File: config.mk
export PLATFORM = sky130hd
export DESIGN_NAME = cell_color_pipe
export DESIGN_NICKNAME = d
export VERILOG_FILES = /design/src/rtl/cell_color_pipe_pkg.sv /design/src/rtl/cell_color_pipe_blink_timer.sv /design/src/rtl/cell_color_pipe.sv
export SDC_FILE = /design/constraint.sdc
export NUM_CORES = 1
export LEC_CHECK = 0
export ABC_AREA = 0
export CAP_MARGIN = 15
export CORE_MARGIN = 2
export CORE_UTILIZATION = 65
export CTS_BUF_LIST = sky130_fd_sc_hd__clkbuf_16
export DETAILED_ROUTE_END_ITERATION = 12
export PLACE_DENSITY = 0.92
export SYNTH_ARGS = -nofsm -noshare
export SYNTH_HDL_FRONTEND = slang
export SYNTH_SLANG_ARGS = --single-unit
File: constraint.sdc
create_clock -name clk -period 16.06 [get_ports clk]
set_input_delay 2.409 -clock clk [delete_from_list [all_inputs] [get_ports clk]]
set_output_delay 2.409 -clock clk [all_outputs]
set_load 0.005 [all_outputs]
File: src/rtl/cell_color_pipe_pkg.sv
// rtl/cell_color_pipe_pkg.sv - shared mode encodings and default palette for the cell colour pipe
//
// Purpose : mode encodings, default palette colours and the reset-palette
//           lookup used by cell_color_pipe.
// Ports   : none (package)
package cell_color_pipe_pkg;

  typedef enum logic [1:0] {
    MODE_NORMAL = 2'd0,
    MODE_BLINK  = 2'd1,
    MODE_FLASH  = 2'd2,
    MODE_BLANK  = 2'd3
  } mode_e;

  localparam logic [23:0] SNAKE_RGB = 24'hF050A0;
  localparam logic [23:0] APPLE_RGB = 24'h00FF00;
  localparam logic [23:0] FIELD_RGB = 24'h000000;
  localparam logic [23:0] BACK_RGB  = 24'h206040;

  localparam int APPLE_TYPE = 5;

  // Reset value of palette entry idx; entry num_types is the background.
  function automatic logic [23:0] default_rgb(input int idx, input int num_types);
    if (idx == num_types) begin
      return BACK_RGB;
    end else if (idx >= 1 && idx <= 4) begin
      return SNAKE_RGB;
    end else if (idx == APPLE_TYPE) begin
      return APPLE_RGB;
    end else begin
      return FIELD_RGB;
    end
  endfunction

endpackage

File: src/rtl/cell_color_pipe_blink_timer.sv
// rtl/cell_color_pipe_blink_timer.sv - frame-counting blink phase generator
//
// Purpose : counts frame_start pulses and toggles the blink phase every
//           BLINK_FRAMES frames. Runs regardless of display mode so the
//           phase stays continuous across mode changes.
// Ports   : i_clk         pixel clock
//           i_rst         asynchronous reset, active-high
//           i_frame_start one-cycle pulse at the start of each frame
//           o_blink_phase current blink half-period (0 after reset)
module cell_color_pipe_blink_timer #(
  parameter int BLINK_FRAMES = 16
) (
  input  logic i_clk,
  input  logic i_rst,
  input  logic i_frame_start,
  output logic o_blink_phase
);

  localparam int CNT_W = (BLINK_FRAMES > 1) ? $clog2(BLINK_FRAMES) : 1;
  localparam logic [CNT_W-1:0] CNT_LAST = CNT_W'(BLINK_FRAMES - 1);

  logic [CNT_W-1:0] r_frame_cnt;
  logic             r_phase;
  logic             w_wrap;

  assign w_wrap = (r_frame_cnt == CNT_LAST);

  always_ff @(posedge i_clk or posedge i_rst) begin
    if (i_rst) begin
      r_frame_cnt <= '0;
      r_phase     <= 1'b0;
    end else if (i_frame_start) begin
      if (w_wrap) begin
        r_frame_cnt <= '0;
        r_phase     <= ~r_phase;
      end else begin
        r_frame_cnt <= r_frame_cnt + 1'b1;
      end
    end
  end

  assign o_blink_phase = r_phase;

endmodule

File: src/rtl/cell_color_pipe.sv
// rtl/cell_color_pipe.sv - two-stage programmable cell colouriser with blink/flash/blank
//
// Purpose : maps (grid_point_inside, grid_cell_type) to an RGB pixel through
//           a writable palette (NUM_TYPES cell entries + background), with
//           frame-synchronous blinking, flashing and blanking. Latency 2.
// Ports   : clk, rst (async, active-high)
//           pix_valid, grid_point_inside, grid_cell_type  pixel input
//           frame_start                                   frame pulse
//           mode                                          display mode
//           pal_we, pal_addr, pal_data                    palette write port
//           out_valid, red, green, blue                   registered pixel out
module cell_color_pipe
  import cell_color_pipe_pkg::*;
#(
  parameter int                   TYPE_W       = 3,
  parameter int                   NUM_TYPES    = 8,
  parameter int                   COLOR_W      = 8,
  parameter int                   BLINK_FRAMES = 16,
  parameter logic [NUM_TYPES-1:0] BLINK_MASK   = 8'h20
) (
  input  logic                             clk,
  input  logic                             rst,
  input  logic                             pix_valid,
  input  logic                             grid_point_inside,
  input  logic [TYPE_W-1:0]                grid_cell_type,
  input  logic                             frame_start,
  input  logic [1:0]                       mode,
  input  logic                             pal_we,
  input  logic [$clog2(NUM_TYPES+1)-1:0]   pal_addr,
  input  logic [3*COLOR_W-1:0]             pal_data,
  output logic                             out_valid,
  output logic [COLOR_W-1:0]               red,
  output logic [COLOR_W-1:0]               green,
  output logic [COLOR_W-1:0]               blue
);

  localparam int IDX_W = $clog2(NUM_TYPES + 1);
  localparam int RGB_W = 3 * COLOR_W;
  localparam logic [IDX_W-1:0] BG_IDX = IDX_W'(NUM_TYPES);

  // Palette: entries 0..NUM_TYPES-1 are cell colours, NUM_TYPES is background.
  logic [RGB_W-1:0] r_pal [0:NUM_TYPES];

  logic             w_blink_phase;
  logic [IDX_W-1:0] w_idx;
  logic             w_blink_flag;

  logic             r_s1_valid;
  logic [RGB_W-1:0] r_s1_rgb;
  logic             r_s1_blink;
  logic             r_s1_phase;

  mode_e            w_mode;
  logic [RGB_W-1:0] w_s2_rgb;

  cell_color_pipe_blink_timer #(
    .BLINK_FRAMES (BLINK_FRAMES)
  ) u_blink_timer (
    .i_clk         (clk),
    .i_rst         (rst),
    .i_frame_start (frame_start),
    .o_blink_phase (w_blink_phase)
  );

  // Palette write port. Reads elsewhere see the pre-edge contents, so a read
  // of the entry being written returns the old colour in the write cycle.
  always_ff @(posedge clk or posedge rst) begin
    if (rst) begin
      for (int i = 0; i <= NUM_TYPES; i++) begin
        r_pal[i] <= RGB_W'(default_rgb(i, NUM_TYPES));
      end
    end else if (pal_we && (pal_addr <= BG_IDX)) begin
      r_pal[pal_addr] <= pal_data;
    end
  end

  // Stage 1: palette lookup. Background index sits above every cell type.
  assign w_idx        = grid_point_inside ? IDX_W'(grid_cell_type) : BG_IDX;
  assign w_blink_flag = grid_point_inside & BLINK_MASK[grid_cell_type];

  // The phase is captured alongside the pixel so a frame_start in the same
  // cycle only affects later pixels.
  always_ff @(posedge clk or posedge rst) begin
    if (rst) begin
      r_s1_valid <= 1'b0;
      r_s1_rgb   <= '0;
      r_s1_blink <= 1'b0;
      r_s1_phase <= 1'b0;
    end else begin
      r_s1_valid <= pix_valid;
      r_s1_rgb   <= r_pal[w_idx];
      r_s1_blink <= w_blink_flag;
      r_s1_phase <= w_blink_phase;
    end
  end

  // Stage 2: mode effects, with mode taken in this stage.
  assign w_mode = mode_e'(mode);

  always_comb begin
    w_s2_rgb = r_s1_rgb;
    case (w_mode)
      MODE_NORMAL: w_s2_rgb = r_s1_rgb;
      MODE_BLINK:  w_s2_rgb = (r_s1_blink && r_s1_phase) ? r_pal[0] : r_s1_rgb;
      MODE_FLASH:  w_s2_rgb = r_s1_phase ? ~r_s1_rgb : r_s1_rgb;
      MODE_BLANK:  w_s2_rgb = r_pal[NUM_TYPES];
      default:     w_s2_rgb = r_s1_rgb;
    endcase
  end

  // Output register: colour holds its last value while no pixel is valid.
  always_ff @(posedge clk or posedge rst) begin
    if (rst) begin
      out_valid <= 1'b0;
      red       <= '0;
      green     <= '0;
      blue      <= '0;
    end else begin
      out_valid <= r_s1_valid;
      if (r_s1_valid) begin
        {red, green, blue} <= w_s2_rgb;
      end
    end
  end

endmodule

==> impl_metrics.py, run 1 <==
metrics = {
    "clock_tree": {
        "cts_tree": "built",
        "cts_sinks": 273,
        "clock-root-buffer": "clkbuf_16",
        "cts_hold_buf": 0,
        "h-tree-depth": 1,
        "cts_buffers": 28,
        "clock_latency_ns": 0.54,
        "clkSlewWorstSetupHoldPaths_ns": 0.06,
        "clock_path_buffers": 3,
        "cts_resized": 0,
        "cts_setup_buffers": 0,
    },
    "synth": {
        "ys_seq_elements": 273,
        "synth.area.top_cells": "dfrtp_1, mux2_2, dfstp_2, mux4_2, mux2i_1",
        "synthCells": 938,
        "postSynthAreaPerCell_um2": 13.53,
        "synthDistinctLibCells": 40,
        "synth_top_area_share_pct": 45.15,
        "synth_nets": 978,
        "yosysTopAreaCell": "dfrtp_1",
        "yosysSeqAreaShare_pct": 54.25,
        "yosysWarnings": 0,
        "syn_area_um2": 12690,
    },
    "place": {
        "io_buffers": 63,
        "hpwl_um": 18180,
        "place_congestion": 0.7784,
        "dp_worst_setup_slack_ns": 10.64,
    },
    "global_routing": {
        "antenna_found_initial": 0,
        "track_usage_pct": 31.78,
        "grt_pass1_vias": 9058,
        "grt-ovfl-total": 0,
        "grt_pass1_wl_um": 50440,
        "grt_max_degree": 124,
    },
    "sta": {
        "post-route-period-util_pct": 29.17,
        "rsz0062_at_grt": "false",
        "setup_viol": 0,
        "timing.slew.headroom_pct": 23.80,
        "hold_viol": 0,
        "holdWs_ns": 0.4102,
        "drv_slew": 0,
        "worst_pin_slew_ns": 1.139,
        "worst_slack_ns": 11.37,
        "max_freq_mhz": 213.4,
        "setup_tns_ns": 0,
        "fin_crit_ns": 4.685,
        "clock_skew_ns": 0.01171,
    },
    "routing": {
        "ant_nets": 0,
        "drt_iter0_markers": 748,
        "dr_wl_met3_um": 2983,
        "drt_wl_total_um": 31370,
        "num_vias": 8661,
        "detail_route.vias_per_cell": 6.830,
        "dr.pass1.iters": 5,
        "wl_met2_um": 14490,
        "routed.top_layer": "met4",
        "routedWlPerCell_um": 24.74,
        "wl_met1_um": 12840,
        "drc": 0,
    },
    "floorplanning": {
        "ios": 64,
        "dieArea_um2": 20660,
        "fp.dieW_um": 143.7,
        "coreArea_um2": 19330,
        "die_h_um": 143.7,
        "start_util_pct": 65.65,
        "fp-row-count": 51,
    },
    "final_layout": {
        "multiInputGateArea_um2": 5369,
        "seq_area_um2": 6887,
        "layout-drive-gt1-share_pct": 34.23,
        "nFillCells": 1144,
        "syn_to_final_growth_pct": 13.13,
        "nNetsFinal": 1020,
        "final_core_util_pct": 74.27,
    },
    "worst_setup_path": {
        "arrival_ns": 5.24,
        "r2r-start": "r_s1_phase$_DFF_PP0_",
        "r2r_setup_slack_ns": 13.98,
        "crit_fanout": 123,
        "r2r_cells": 5,
        "timing.rr.end": "blue[4]$_DFFE_PP0P_",
        "start_kind": "primary input",
        "required_ns": 16.62,
        "criticalPathCategory": "in2async",
        "crit_path_end": "r_s1_rgb[20]$_DFF_PP0_",
        "critPathCaptureType": "asynchronous set/reset pin",
        "setup.worst_path.start": "rst",
    },
    "run": {
        "maxCapViolCount": 0,
    },
    "min_path": {
        "hold_path_class": "reg2reg",
        "holdPathStages": 0,
    },
    "power": {
        "p_leak_uw": 0.006188,
        "ir_drop_uv": 88.69,
        "p_per_area_nw_per_um2": 138.1,
    },
    "outcome": {
        "outcome": "complete, no violations",
    },
}
[worst min-delay path by stage]
stage,endpoint,from
final,r_s1_phase$_DFF_PP0_,u_blink_timer.o_blink_phase$_DFFE_PP0P_
after global placement,r_s1_phase$_DFF_PP0_,u_blink_timer.o_blink_phase$_DFFE_PP0P_
after CTS,r_s1_phase$_DFF_PP0_,u_blink_timer.o_blink_phase$_DFFE_PP0P_
after global routing,r_s1_phase$_DFF_PP0_,u_blink_timer.o_blink_phase$_DFFE_PP0P_
after detailed placement,r_s1_phase$_DFF_PP0_,u_blink_timer.o_blink_phase$_DFFE_PP0P_
after floorplan,r_s1_phase$_DFF_PP0_,u_blink_timer.o_blink_phase$_DFFE_PP0P_
[registers in the layout, indices dropped and copies added (netlist names)]
register                     cells
u_blink_timer.r_frame_cnt        4
out_valid                        1
blue                             8
red                              8
r_pal                          216
r_s1_rgb                        24
green                            8
r_s1_valid                       1
r_s1_blink                       1
r_s1_phase                       1
u_blink_timer.o_blink_phase      1
[metal layers]
metal,track usage [%],vias up
li1,-,3593
met4,12.90,0
met5,0,-
met3,5.432,94
met1,45.78,4433
met2,48.67,541
[cell usage in the layout, fill, tap and decap left out, types with 2 or more instances in the layout]
cell type        instances
buf_4                   18
nand3b_1                 2
xnor2_1                  2
o22ai_1                 24
mux2_1                   8
a221o_1                 24
mux2_2                 209
nand3b_2                 2
o21ai_0                 27
nand4_1                  2
dfrtp_1                229
dfstp_2                 44
nand2b_1                25
a32oi_1                 23
and3_1                  25
mux2i_1                 48
nor2b_1                  2
mux4_2                  24
clkinv_2                 2
bufinv_16                2
nand2_1                 28
nor2_2                   2
nand3_1                  3
nor2_1                  26
nor3b_4                  3
a41oi_1                 23
clkbuf_16               29
clkdlybuf4s50_1         62
inv_1                   36
a21boi_0                24
clkinv_1                 9
[final cells by class]
cell class,count,share of cell area [%]
Clock inverter,23,0.9846
Timing Repair Buffer,82,5.533
Inverter,27,0.7580
Tap cell,265,2.309
Antenna cell,1,0.01743
Sequential cell,273,47.96
Multi-Input combinational cell,568,37.39
Clock buffer,29,5.054
[through the flow]
stage	instance area (um^2)	cells	total power, uW
global route	14360	1267	2067
global placement	13450	1213	1326
detailed placement	13460	1214	1364
CTS	14330	1266	1981
floorplan	12690	938	1220
finish	14360	1268	1984
[power by group]
| part | total, uW | internal [uW] | switching [uW] |
|---|---|---|---|
| sequential | 979 | 868 | 110 |
| clock | 615 | 355 | 260 |
| combinational | 390 | 219 | 171 |
[worst max-delay path, stage by stage]
cell and delay (ns):
clkdlybuf4s50_1 0.49, inv_8 0.55, buf_4 0.93, buf_4 0.78
[cell families (layout without fill, tap and decap cells)]
kind of cell	Yosys count	after routing	share of synthesized area (%)
mux	289	289	27.29
flops	273	273	54.25
compound gates	149	149	8.930
simple gates	127	127	5.766
buf+inv	97	161	3.519
xor+xnor	2	2	0.1380
fa+ha+maj	1	1	0.09855
other cells	0	1	0
[synthesized netlist by cell type (all sizes together)]
| library cell | count |
|---|---|
| ha | 1 |
| a32oi | 23 |
| a41oi | 23 |
| mux2i | 48 |
| dfrtp | 229 |
| xnor2 | 2 |
| a21oi | 2 |
| nor2 | 28 |
| mux4 | 24 |
| nand4 | 2 |
| dfstp | 44 |
| and2 | 2 |
| clkbuf | 33 |
| nand2b | 25 |
| nor3b | 3 |
| a221o | 24 |
| nand3b | 5 |
| o21ai | 27 |
| inv | 27 |
| a21boi | 24 |
| mux2 | 217 |
| o22ai | 24 |
| nor4bb | 1 |
| nor2b | 3 |
| a221oi | 1 |
| and3 | 25 |
| a31oi | 1 |
| nand4b | 1 |
| nand3 | 3 |
| nand2 | 28 |
| or3b | 1 |
| buf | 37 |
Note: power is estimated with default switching activity, not from simulation.
==> inputs of run 2 (changes only) <==
--- a/config.mk
+++ b/config.mk
@@ -8,10 +8,10 @@
 export ABC_AREA = 0
 export CAP_MARGIN = 15
 export CORE_MARGIN = 2
-export CORE_UTILIZATION = 65
+export CORE_UTILIZATION = 54
 export CTS_BUF_LIST = sky130_fd_sc_hd__clkbuf_16
 export DETAILED_ROUTE_END_ITERATION = 12
-export PLACE_DENSITY = 0.92
+export PLACE_DENSITY = 0.83
 export SYNTH_ARGS = -nofsm -noshare
 export SYNTH_HDL_FRONTEND = slang
 export SYNTH_SLANG_ARGS = --single-unit
==> constraint.sdc (replaced) <==
create_clock -name clk -period 3.97 [get_ports clk]
set_input_delay 0.5955 -clock clk [delete_from_list [all_inputs] [get_ports clk]]
set_output_delay 0.5955 -clock clk [all_outputs]
set_load 0.005 [all_outputs]
==> run 2 against run 1 <==
Against the previous run: clock power rose to 4.0 times the previous value; flip-flop and latch count unchanged; core utilization down 12 points; worst setup slack got worse by 10 ns; highest routed layer unchanged; combinational power grew to 3.9 times the previous value; via count down 3.2%; non-clock buffer count grew 9; largest cell class unchanged; first-iteration DRC count rose by 1.5%; wire length is 0.84% lower; global-route usage fell by 5.7 points; count of clock-buffer cells in the layout stayed put; critical endpoint is now r_pal[0]$_DFFE_PP0P_; design area is 1.0% higher.
==> impl_metrics.py, run 2 (synthesis gave the netlist of run 1 again) <==
metrics = {
    "final_layout": {
        "diodes": 0,
        "top_regs": "r_pal x216, r_s1_rgb x24",
        "nNetsFinal": 1029,
        "final_common_cell": "dfrtp_1",
        "largest_reg_flops": 216,
        "final_cell_mix": "dfrtp_1, mux2_2, clkdlybuf4s50_1",
        "syn_to_final_growth_pct": 14.26,
        "layout-drive-gt1-share_pct": 34.82,
        "regMostFlops": "r_pal",
        "stdcell_area_um2": 14500,
    },
    "run": {
        "maxCapViolCount": 0,
    },
    "worst_setup_path": {
        "criticalPathCategory": "in2reg",
        "required_ns": 4.38,
        "cp_slowest_cell": "nand4b_2",
        "r2r_cells": 4,
        "crit_fanout": 24,
        "start_kind": "primary input",
        "critPathCaptureType": "flop",
        "crit_path_cell_trace": "clkdlybuf4s50_1 > nor2_1 > nand4b_2 > mux2_2",
        "critical_path.max_stage_delay_ns": 0.90,
        "arrival_ns": 2.97,
    },
    "place": {
        "hpwl_um": 17840,
        "io_buffers": 63,
        "placed_cell_area_um2": 13660,
        "place_congestion": 0.7856,
    },
    "global_routing": {
        "track_usage_pct": 26.06,
        "grt_pass1_vias": 8840,
        "grt_pass1_wl_um": 49140,
        "grt_max_degree": 114,
        "antenna_found_initial": 0,
        "grt-ovfl-total": 0,
    },
    "clock_tree": {
        "h-tree-depth": 1,
        "cts_sinks": 273,
        "cts_buffers": 28,
        "clkSlewWorstSetupHoldPaths_ns": 0.06,
        "cts_resized": 0,
        "cts_tree": "built",
        "clock-root-buffer": "clkbuf_16",
        "cts_hold_buf": 0,
        "cts_setup_buffers": 0,
        "clock_path_buffers": 3,
        "clock_latency_ns": 0.54,
    },
    "sta": {
        "hold_viol": 0,
        "worst_pin_slew_ns": 1.126,
        "post-route-period-util_pct": 64.53,
        "clock_skew_ns": 0.009114,
        "holdWs_ns": 0.4064,
        "max_freq_mhz": 390.4,
        "setup_viol": 0,
        "timing.slew.headroom_pct": 24.63,
        "setup_tns_ns": 0,
        "rsz0062_at_grt": "false",
        "fin_crit_ns": 2.562,
        "drv_slew": 0,
    },
    "min_path": {
        "hold_path_class": "reg2reg",
        "holdPathStages": 0,
    },
    "routing": {
        "drt_iter0_markers": 759,
        "ant_nets": 0,
        "dr.pass1.iters": 5,
        "detail_route.vias_per_cell": 6.302,
        "num_vias": 8381,
        "drc": 0,
        "drt_wl_total_um": 31110,
        "routedWlPerCell_um": 23.39,
    },
    "power": {
        "p_total_uw": 7910,
        "ir_drop_uv": 304.2,
        "p_leak_uw": 0.006221,
        "p_per_area_nw_per_um2": 545.4,
    },
    "floorplanning": {
        "dieArea_um2": 24750,
        "start_util_pct": 54.57,
        "coreArea_um2": 23260,
        "fp.dieW_um": 157.3,
        "fp-row-count": 56,
        "ios": 64,
        "die_h_um": 157.3,
    },
    "outcome": {
        "outcome": "complete, no violations",
    },
}
[run 2: layout make-up]
class,instances,area [um^2]
Fill cell,1759,8758
Clock buffer,29,725.7
Timing Repair Buffer,91,900.9
Multi-Input combinational cell,568,5366
Tap cell,319,399.1
Clock inverter,23,118.9
Inverter,27,105.1
Sequential cell,273,6888
[run 2: where the power goes]
part	leakage [uW]	switching, uW	internal, uW
Sequential	0.00326	443	3510
Clock	0.000447	1060	1370
Combinational	0.00251	632	891
Total	0.00622	2140	5770
[run 2: worst max-delay path: cells and delay by family]
family	cells	cell delay, ns
buf+inv	1	0.55
mux	1	0.62
simple gates	2	1.18
[run 2: stage by stage]
| stage | cells | worst slack [ns] | util (%) |
|---|---|---|---|
| after detailed placement | 1278 | 0.8923 | 58.72 |
| final | 1330 | 1.408 | 62.35 |
| after CTS | 1330 | 1.430 | 62.35 |
| after global routing | 1330 | 1.279 | 62.35 |
| after global placement | 1278 | 0.9275 | 58.72 |
| after floorplan | 938 | -0.1990 | - |
[run 2: final timing paths]
check | from | endpoint | slack [ns]
setup / recovery | pal_addr[0] | r_pal[0]$_DFFE_PP0P_ | 1.41
setup reg to reg | r_s1_phase$_DFF_PP0_ | blue[2]$_DFFE_PP0P_ | 1.84
hold reg to reg | u_blink_timer.o_blink_phase$_DFFE_PP0P_ | r_s1_phase$_DFF_PP0_ | 0.41
min in group asynchronous | rst | r_s1_rgb[21]$_DFF_PP0_ | 0.47
hold / removal | u_blink_timer.o_blink_phase$_DFFE_PP0P_ | r_s1_phase$_DFF_PP0_ | 0.41
max in group asynchronous | rst | r_pal[177]$_DFFE_PP0P_ | 2.52
[run 2: metal layers]
metal,track usage (%),vias to the layer above,routed length (um)
met4,8.961,0,897
met5,0,-,0
met3,4.102,69,2074
met2,44.92,320,15630
li1,-,3593,-
met1,33.72,4399,12500
==> inputs of run 3 (changes only) <==
--- a/config.mk
+++ b/config.mk
@@ -8,10 +8,10 @@
 export ABC_AREA = 0
 export CAP_MARGIN = 15
 export CORE_MARGIN = 2
-export CORE_UTILIZATION = 54
+export CORE_UTILIZATION = 60
 export CTS_BUF_LIST = sky130_fd_sc_hd__clkbuf_16
 export DETAILED_ROUTE_END_ITERATION = 12
-export PLACE_DENSITY = 0.83
+export PLACE_DENSITY = 0.87
 export SYNTH_ARGS = -nofsm -noshare
 export SYNTH_HDL_FRONTEND = slang
 export SYNTH_SLANG_ARGS = --single-unit
==> constraint.sdc (replaced) <==
create_clock -name clk -period 2.65 [get_ports clk]
set_input_delay 0.3975 -clock clk [delete_from_list [all_inputs] [get_ports clk]]
set_output_delay 0.3975 -clock clk [all_outputs]
set_load 0.005 [all_outputs]
==> run 3 against run 2 <==
Against the previous run: die area down 9.7%; core utilization increased by 8.4 points; clock power increased by 60%; total power grew 55%; wire length rose by 1.0%; hold slack lost 0.094 ns; critical path depth down 3; combinational power rose by 55%; clock skew fell by 0.00069 ns; via count up 2.4%; register-to-register slack lost 0.90 ns; sequential share of layout area is 0.90 points lower; critical endpoint is now green[1]; highest routed layer unchanged.
==> impl_metrics.py, run 3 (synthesis gave the netlist of run 1 again) <==
metrics = {
    "clock_tree": {
        "cts_buffers": 28,
        "h-tree-depth": 1,
        "cts_hold_buf": 0,
        "clock_path_buffers": 3,
        "cts_resized": 0,
        "cts_tree": "built",
        "clock_latency_ns": 0.55,
        "cts_sinks": 273,
        "cts_setup_buffers": 0,
        "clock-root-buffer": "clkbuf_16",
        "clkSlewWorstSetupHoldPaths_ns": 0.06,
    },
    "sta": {
        "setup_viol": 0,
        "holdWs_ns": 0.3125,
        "rsz0062_at_grt": "false",
        "clock_skew_ns": 0.008427,
        "drv_slew": 0,
        "max_freq_mhz": 558.4,
        "post-route-period-util_pct": 67.58,
        "worst_pin_slew_ns": 0.7480,
        "setup_tns_ns": 0,
        "timing.slew.headroom_pct": 50.03,
        "fin_crit_ns": 1.791,
        "hold_viol": 0,
    },
    "floorplanning": {
        "fp.dieW_um": 149.5,
        "start_util_pct": 60.77,
        "dieArea_um2": 22340,
        "fp-row-count": 53,
        "ios": 64,
        "die_h_um": 149.5,
        "coreArea_um2": 20890,
    },
    "global_routing": {
        "grt_max_degree": 56,
        "grt_pass1_vias": 8704,
        "track_usage_pct": 29.26,
        "antenna_found_initial": 1,
        "grt_pass1_wl_um": 50170,
        "grt-ovfl-total": 0,
    },
    "final_layout": {
        "layout-drive-gt1-share_pct": 35.94,
        "syn_to_final_growth_pct": 16.44,
        "final_common_cell": "dfrtp_1",
        "largest_reg_flops": 216,
        "regMostFlops": "r_pal",
        "top_regs": "r_pal x216, r_s1_rgb x24",
        "layout.cells.non_filler": 1300,
        "nNetsFinal": 1042,
        "final_core_util_pct": 70.76,
        "final_cell_mix": "dfrtp_1, mux2_2, clkdlybuf4s50_1",
    },
    "routing": {
        "routedWlPerCell_um": 24.17,
        "num_vias": 8586,
        "drt_wl_total_um": 31420,
        "ant_nets": 0,
        "dr.pass1.iters": 5,
        "detail_route.vias_per_cell": 6.605,
        "drt_iter0_markers": 664,
        "drc": 0,
    },
    "power": {
        "seq_power_share_pct": 49.1,
        "p_leak_uw": 0.006385,
        "switchingPower_uw": 3368,
        "p_per_area_nw_per_um2": 829.6,
        "p_sw_share_pct": 27.46,
        "p_clk_share_pct": 31.7,
        "p_comb_share_pct": 19.3,
        "ir_drop_uv": 525.4,
        "internal-power_uw": 8895,
    },
    "worst_setup_path": {
        "cp_slowest_cell": "clkdlybuf4s50_1",
        "required_ns": 2.25,
        "arrival_ns": 1.39,
        "critical_path.max_stage_delay_ns": 0.50,
        "criticalPathCategory": "reg2out",
        "critPathCaptureType": "output pin",
        "start_kind": "flop",
        "worst-path-stages": 1,
        "cp_top_family": "buffers and inverters",
        "crit_buf_inv": 1,
        "crit_fanout": 2,
        "crit_path_cell_trace": "clkdlybuf4s50_1",
        "r2r_cells": 5,
    },
    "min_path": {
        "hold_path_class": "in2reg",
        "holdPathStages": 1,
    },
    "outcome": {
        "outcome": "complete, no violations",
    },
    "place": {
        "io_buffers": 63,
        "numPlacedInstances": 1247,
        "place_congestion": 0.8526,
        "hpwl_um": 19540,
    },
    "run": {
        "maxCapViolCount": 0,
    },
}
-- run 3: path summary, 6_finish.rpt --
| path | from | to | slack (ns) |
|---|---|---|---|
| setup / recovery | green[1]$_DFFE_PP0P_ | green[1] | 0.86 |
| hold / removal | pix_valid | r_s1_valid$_DFF_PP0_ | 0.31 |
| setup reg to reg | r_s1_phase$_DFF_PP0_ | red[5]$_DFFE_PP0P_ | 0.94 |
| hold reg to reg | u_blink_timer.o_blink_phase$_DFFE_PP0P_ | r_s1_phase$_DFF_PP0_ | 0.40 |
| max in group asynchronous | rst | r_pal[13]$_DFFE_PP1P_ | 1.54 |
| min in group asynchronous | rst | r_pal[104]$_DFFE_PP0P_ | 0.33 |
-- run 3: per-stage QoR --
stage | total power, uW | setup slack (ns) | cell area (um^2)
CTS | 12240 | 0.8366 | 14780
floorplan | 7393 | -1.321 | 12700
detailed placement | 8348 | 0.4013 | 13870
finish | 12260 | 0.8593 | 14780
global route | 12760 | 0.8025 | 14780
global placement | 8165 | 0.4822 | 13870
-- run 3: layer usage --
| metal | global-route usage, % | vias to the layer above | routed length, um |
|---|---|---|---|
| li1 | - | 3625 | - |
| met1 | 42.95 | 4447 | 13330 |
| met2 | 44.59 | 440 | 14470 |
| met3 | 5.732 | 74 | 2785 |
| met4 | 9.143 | 0 | 833 |
| met5 | 0 | - | 0 |
-- run 3: power groups by stage --
stage          Sequential (uW)  Combinational (uW)  Clock, uW
2_1_floorplan             5730                1660          0
3_3_place_gp              5940                2230          0
3_5_place_dp              6020                2330          0
4_1_cts                   5970                2360       3900
5_1_grt                   6100                2580       4080
6_report                  6020                2360       3880
-- run 3: layout make-up --
type	instances	area, um^2
Inverter	27	105.1
Clock buffer	29	725.7
Fill cell	1324	6108
Multi-Input combinational cell	568	5364
Timing Repair Buffer	104	1174
Tap cell	275	344.1
Clock inverter	23	178.9
Antenna cell	1	2.502
Sequential cell	273	6887
